`src/rtl/fetch_sequencer.sv`:
```
// Instruction fetch sequencer for the S-Machine CPU: owns the PC, drives the
// instruction memory address and hands captured words to decode via valid/ready.
module fetch_sequencer #(
    parameter int unsigned        ADDR_W      = 8,
    parameter int unsigned        DATA_W      = 16,
    parameter logic [ADDR_W-1:0]  RESET_PC    = '0,
    parameter logic [3:0]         HALT_OPCODE = 4'b1000
) (
    input  logic              clk,
    input  logic              reset_n,
    input  logic              enable,
    output logic [ADDR_W-1:0] imem_addr,
    input  logic [DATA_W-1:0] imem_data,
    output logic [DATA_W-1:0] instr,
    output logic [ADDR_W-1:0] instr_pc,
    output logic              instr_valid,
    input  logic              instr_ready,
    input  logic              branch_valid,
    input  logic [ADDR_W-1:0] branch_target,
    output logic              halted,
    output logic [15:0]       retired_count
);

    typedef enum logic [2:0] {
        ST_IDLE,
        ST_ISSUE,
        ST_CAPTURE,
        ST_HOLD,
        ST_HALTED
    } state_t;

    state_t              state_reg;
    logic [ADDR_W-1:0]   pc_reg;
    logic [ADDR_W-1:0]   imem_addr_reg;
    logic [DATA_W-1:0]   instr_reg;
    logic [ADDR_W-1:0]   instr_pc_reg;
    logic                instr_valid_reg;
    logic                halted_reg;
    logic [15:0]         retired_count_reg;

    logic                is_halt;
    logic                handshake;

    assign is_halt   = (instr_reg[DATA_W-1 -: 4] == HALT_OPCODE);
    assign handshake = (state_reg == ST_HOLD) && instr_ready;

    always_ff @(posedge clk or negedge reset_n) begin
        if (!reset_n) begin
            state_reg         <= ST_IDLE;
            pc_reg            <= RESET_PC;
            imem_addr_reg     <= RESET_PC;
            instr_reg         <= '0;
            instr_pc_reg      <= '0;
            instr_valid_reg   <= 1'b0;
            halted_reg        <= 1'b0;
            retired_count_reg <= '0;
        end else begin
            // A handshake still retires the word even when a branch wins the next state.
            if (handshake && (retired_count_reg != 16'hFFFF)) begin
                retired_count_reg <= retired_count_reg + 16'd1;
            end

            if (branch_valid && (state_reg != ST_IDLE)) begin
                pc_reg          <= branch_target;
                imem_addr_reg   <= branch_target;
                instr_valid_reg <= 1'b0;
                halted_reg      <= 1'b0;
                state_reg       <= ST_ISSUE;
            end else begin
                case (state_reg)
                    ST_IDLE: begin
                        if (branch_valid) begin
                            pc_reg <= branch_target;
                        end else if (enable) begin
                            imem_addr_reg <= pc_reg;
                            state_reg     <= ST_ISSUE;
                        end
                    end
                    ST_ISSUE: begin
                        if (enable) begin
                            state_reg <= ST_CAPTURE;
                        end
                    end
                    ST_CAPTURE: begin
                        instr_reg       <= imem_data;
                        instr_pc_reg    <= pc_reg;
                        instr_valid_reg <= 1'b1;
                        pc_reg          <= pc_reg + 1'b1;
                        state_reg       <= ST_HOLD;
                    end
                    ST_HOLD: begin
                        if (instr_ready) begin
                            instr_valid_reg <= 1'b0;
                            if (is_halt) begin
                                halted_reg <= 1'b1;
                                state_reg  <= ST_HALTED;
                            end else begin
                                imem_addr_reg <= pc_reg;
                                state_reg     <= ST_ISSUE;
                            end
                        end
                    end
                    ST_HALTED: begin
                        state_reg <= ST_HALTED;
                    end
                    default: begin
                        state_reg <= ST_IDLE;
                    end
                endcase
            end
        end
    end

    assign imem_addr     = imem_addr_reg;
    assign instr         = instr_reg;
    assign instr_pc      = instr_pc_reg;
    assign instr_valid   = instr_valid_reg;
    assign halted        = halted_reg;
    assign retired_count = retired_count_reg;

endmodule

```
`config.mk`:
```
export PLATFORM = sky130hd
export DESIGN_NAME = fetch_sequencer
export DESIGN_NICKNAME = d
export VERILOG_FILES = /design/src/rtl/fetch_sequencer.sv
export SDC_FILE = /design/constraint.sdc
export NUM_CORES = 1
export LEC_CHECK = 0
export ABC_AREA = 1
export CAP_MARGIN = 25
export CORE_MARGIN = 10
export CORE_UTILIZATION = 49
export CTS_CLUSTER_DIAMETER = 30
export DETAILED_ROUTE_END_ITERATION = 7
export GPL_TIMING_DRIVEN = 0
export PLACE_DENSITY = 0.84
export SYNTH_ARGS = -nofsm -noshare
export SYNTH_HDL_FRONTEND = slang
export SYNTH_SLANG_ARGS = --single-unit
```
`constraint.sdc`:
```
create_clock -name clk -period 2.1 [get_ports clk]
set_clock_uncertainty 0.05 [all_clocks]
set_input_delay 0.21 -clock clk [delete_from_list [all_inputs] [get_ports clk]]
set_output_delay 0.21 -clock clk [all_outputs]
set_load 0.05 [all_outputs]
```
==> results of run 1 <==
-- final cells by class --
type                    instances  area, sq um
inverters                      28          105
well taps                      77         96.3
plain buffers                  11         75.1
multi-input cells             311         1420
clock inverters                 3         90.1
flip-flops and latches         61         1530
repair buffers                 79          796
fillers                       524         2000
clock buffers                  13          169
-- metal layers --
metal | share of wire [%] | global-route usage [%]
met5 | 0 | 0
met3 | 8.8 | 6.18
met4 | 1.7 | 7.39
met1 | 41 | 20.3
met2 | 48 | 26.6
-- worst max-delay path by stage --
stage | start | endpoint | slack [ns]
6_report | retired_count[10] | retired_count[10] | 0.19
5_1_grt | retired_count[0] | retired_count[14] | 0.10
4_1_cts | retired_count[13] | retired_count[13] | 0.18
3_5_place_dp | retired_count[0] | retired_count[8] | 0.31
3_3_place_gp | reset_n | retired_count[15] | -1.16
2_1_floorplan | retired_count[0] | retired_count[8] | 0.18
-- where the power goes --
group	total, W	leakage [nW]	internal, W	switching (W)
Combinational	0.00321	1.21	0.00103	0.00218
Clock	0.00134	0.130	0.000887	0.000449
Sequential	0.00187	0.770	0.00157	0.000301
Total	0.00642	2.11	0.00349	0.00293
-- logic make-up (layout without fill, tap and decap cells) --
| logic type | after synthesis | after routing | synth area share [%] |
|---|---|---|---|
| xor gates and xnor gates | 8 | 8 | 2.24 |
| and+or+nand+nor | 270 | 270 | 36.8 |
| adders and majority gates | 2 | 2 | 0.801 |
| buffers and inverters | 39 | 134 | 5.77 |
| AOI/OAI and AO/OA | 31 | 31 | 5.49 |
| DFF | 61 | 61 | 48.9 |
-- cells in the final DEF, fill, tap and decap left out --
master / n
a22o_1: 1
o21a_1: 1
nand2_2: 2
buf_12: 1
nand3_2: 1
clkdlybuf4s50_1: 76
nor2_8: 1
dlygate4sd3_1: 1
inv_1: 25
a21boi_0: 1
nor2_4: 3
nand3b_1: 1
nand2_4: 2
inv_2: 3
o21ai_0: 17
buf_6: 3
xor2_1: 4
nor2_1: 40
nand4_1: 5
buf_4: 1
bufinv_16: 3
clkbuf_1: 2
ha_1: 2
o22ai_1: 2
nor3_1: 3
or2_2: 2
o21ai_1: 2
xnor2_1: 4
clkbuf_8: 12
nand2_1: 174
buf_2: 7
dfrtp_1: 61
nand3_1: 36
a21oi_1: 5
o211ai_1: 2
-- metrics by stage --
stage | setup TNS [ns] | util [%]
2_1_floorplan | 0 | -
3_3_place_gp | -70.60 | 63.5
3_5_place_dp | 0 | 63.8
4_1_cts | 0 | 68.1
5_1_grt | 0 | 68.1
6_report | 0 | 68.1
==> summary.txt, run 1 <==
Place
  • Final Wtd Congestion: about 0.85
  • Final HPWL DP: 6.21 mm
  • Dpl cell area: between 4000 and 5000 sq um
  • DP Worst Slack: 0.307 ns
  • Post-Place Cells: around 570
  • Buffers on Ports: between 70 and 80

Synth
  • Post-synthesis area per instance: ~7.6 sq um
  • Mapped Cells: 411
  • Netlist Area Pre-Place: 3120 sq um
  • Yosys top cell by area: dfrtp_1
  • Yosys top cell area share: 48.9%
  • Number of synthesized register bits: 61
  • Post-synth net total: approximately 440
  • Register area share after synthesis: 48.9%
  • Post-synth cell types: 30
  • Ys Warns: 0
  • Commonest cells post-synth: nand2_1, dfrtp_1, nor2_1
  • Ys flop type: dfrtp_1
  • FFs w/ async S/R, synth: 100%
  • Most numerous cell in the Yosys netlist: nand2_1
  • Post-synth EDFFs: 0
  • Synth area leaders: dfrtp_1, nand2_1, nand3_1

Final layout
  • Fraction of layout cells with a size suffix above 1: 8.10%
  • Finished Cell Area: 4270 sq um
  • Area delta synth->final: 36.9%
  • Layout net count: 532
  • Ant diodes: 0
  • Fin cells: a little under 600

Die
  • IO Pins: 79
  • Core area: 6280 sq um
  • Starting Density: 49.7%
  • DIE WIDTH: around 100 um
  • Die ar.: 9960 sq um
  • Core Rows: 29
  • Chip height: 99.8 um

Clock tree
  • Clock transition at the registers of the reported paths: 0.07 ns
  • CTS tree: built
  • Clock Latency Late Sink: 0.34 ns
  • Post_cts resized: 0
  • Total CTS buffers: 9
  • H-tree levels: 3
  • Clock root cell: clkbuf_8
  • Max Buffers Root-to-Sink: 2
  • Post-CTS setup buffer count: 0
  • CTS Hold Buffers Added: 1
  • Num Clock Sinks: 61

Detailed routing
  • 1st-pass router iterations: 6
  • Remaining antenna violation count: 0
  • Final wirelength: 8.15 mm
  • Via count: 2976
  • Starting DRT DRC Count: 215
  • Mean routed wirelength per cell: 14.0 um
  • Vias per std cell: 5.10
  • # DRC: 0

Setup path
  • Startpoint Class: register
  • CP peak stage delay: 0.85 ns
  • Worst path required time: 1.84 ns
  • Setup crit end kind: primary output
  • CP delay by family, top: buffers and inverters
  • Reg2reg start: retired_count[0]
  • Worst R2R Setup Slack: 0.29 ns
  • Critical path's slowest cell: clkdlybuf4s50_1
  • Critical path arrival: 1.65 ns
  • Critical path depth in cells: 1
  • Worst Path Buf+Inv: 1
  • Reg2Reg Depth: 9
  • R2r endpoint: retired_count[8]
  • Setup CP Type: register to primary output
  • Worst-path maximum fanout: 6
  • Crit-path cells: clkdlybuf4s50_1

Power
  • PD cells: 1500 nW/um^2
  • Worst vdd ir: between 0.0009 and 0.001 V
  • P_leak: ~2.1 nW
  • Final Power: about 0.0064 W

Timing
  • Hold_ws: 0.197 ns
  • Min Tclk post-route: 1.91 ns
  • Worst-margin pin slew: ~0.73 ns
  • Tcrit/Tclk final: 90.9%
  • RSZ-0062 raised after global routing: false
  • Worst setup margin: 0.192 ns
  • Pins Over Slew Limit: 0
  • Final hold violation count: 0
  • Max transition margin: 51.3%
  • Max Freq: between 500 and 600 MHz
  • Final setup fails: 0

Worst hold path
  • Hold EP: pc_reg[7]
  • Worst Hold Launch: branch_valid
  • Worst Hold Depth: 4
  • HP Class: input pin to register

Global route
  • Vias in the first global route: 2906
  • Pin count of the biggest net entering global routing: 32
  • Global-route wire length before repair: around 14 mm
  • Grt ovf: 0
  • Total GRT Usage: 16.9%
  • Initial antenna violation count: 0

Run status
  • Status: finished clean

Flow run
  • MaxCap Viol Count: 0
Power figures use the tool's default switching activity.
==> run 2, diff against run 1 <==
CTS_CLUSTER_SIZE = 14   (was unset)
==> results of run 2 <==
Same layout as run 1: the final DEF is identical, and so are final timing and power.
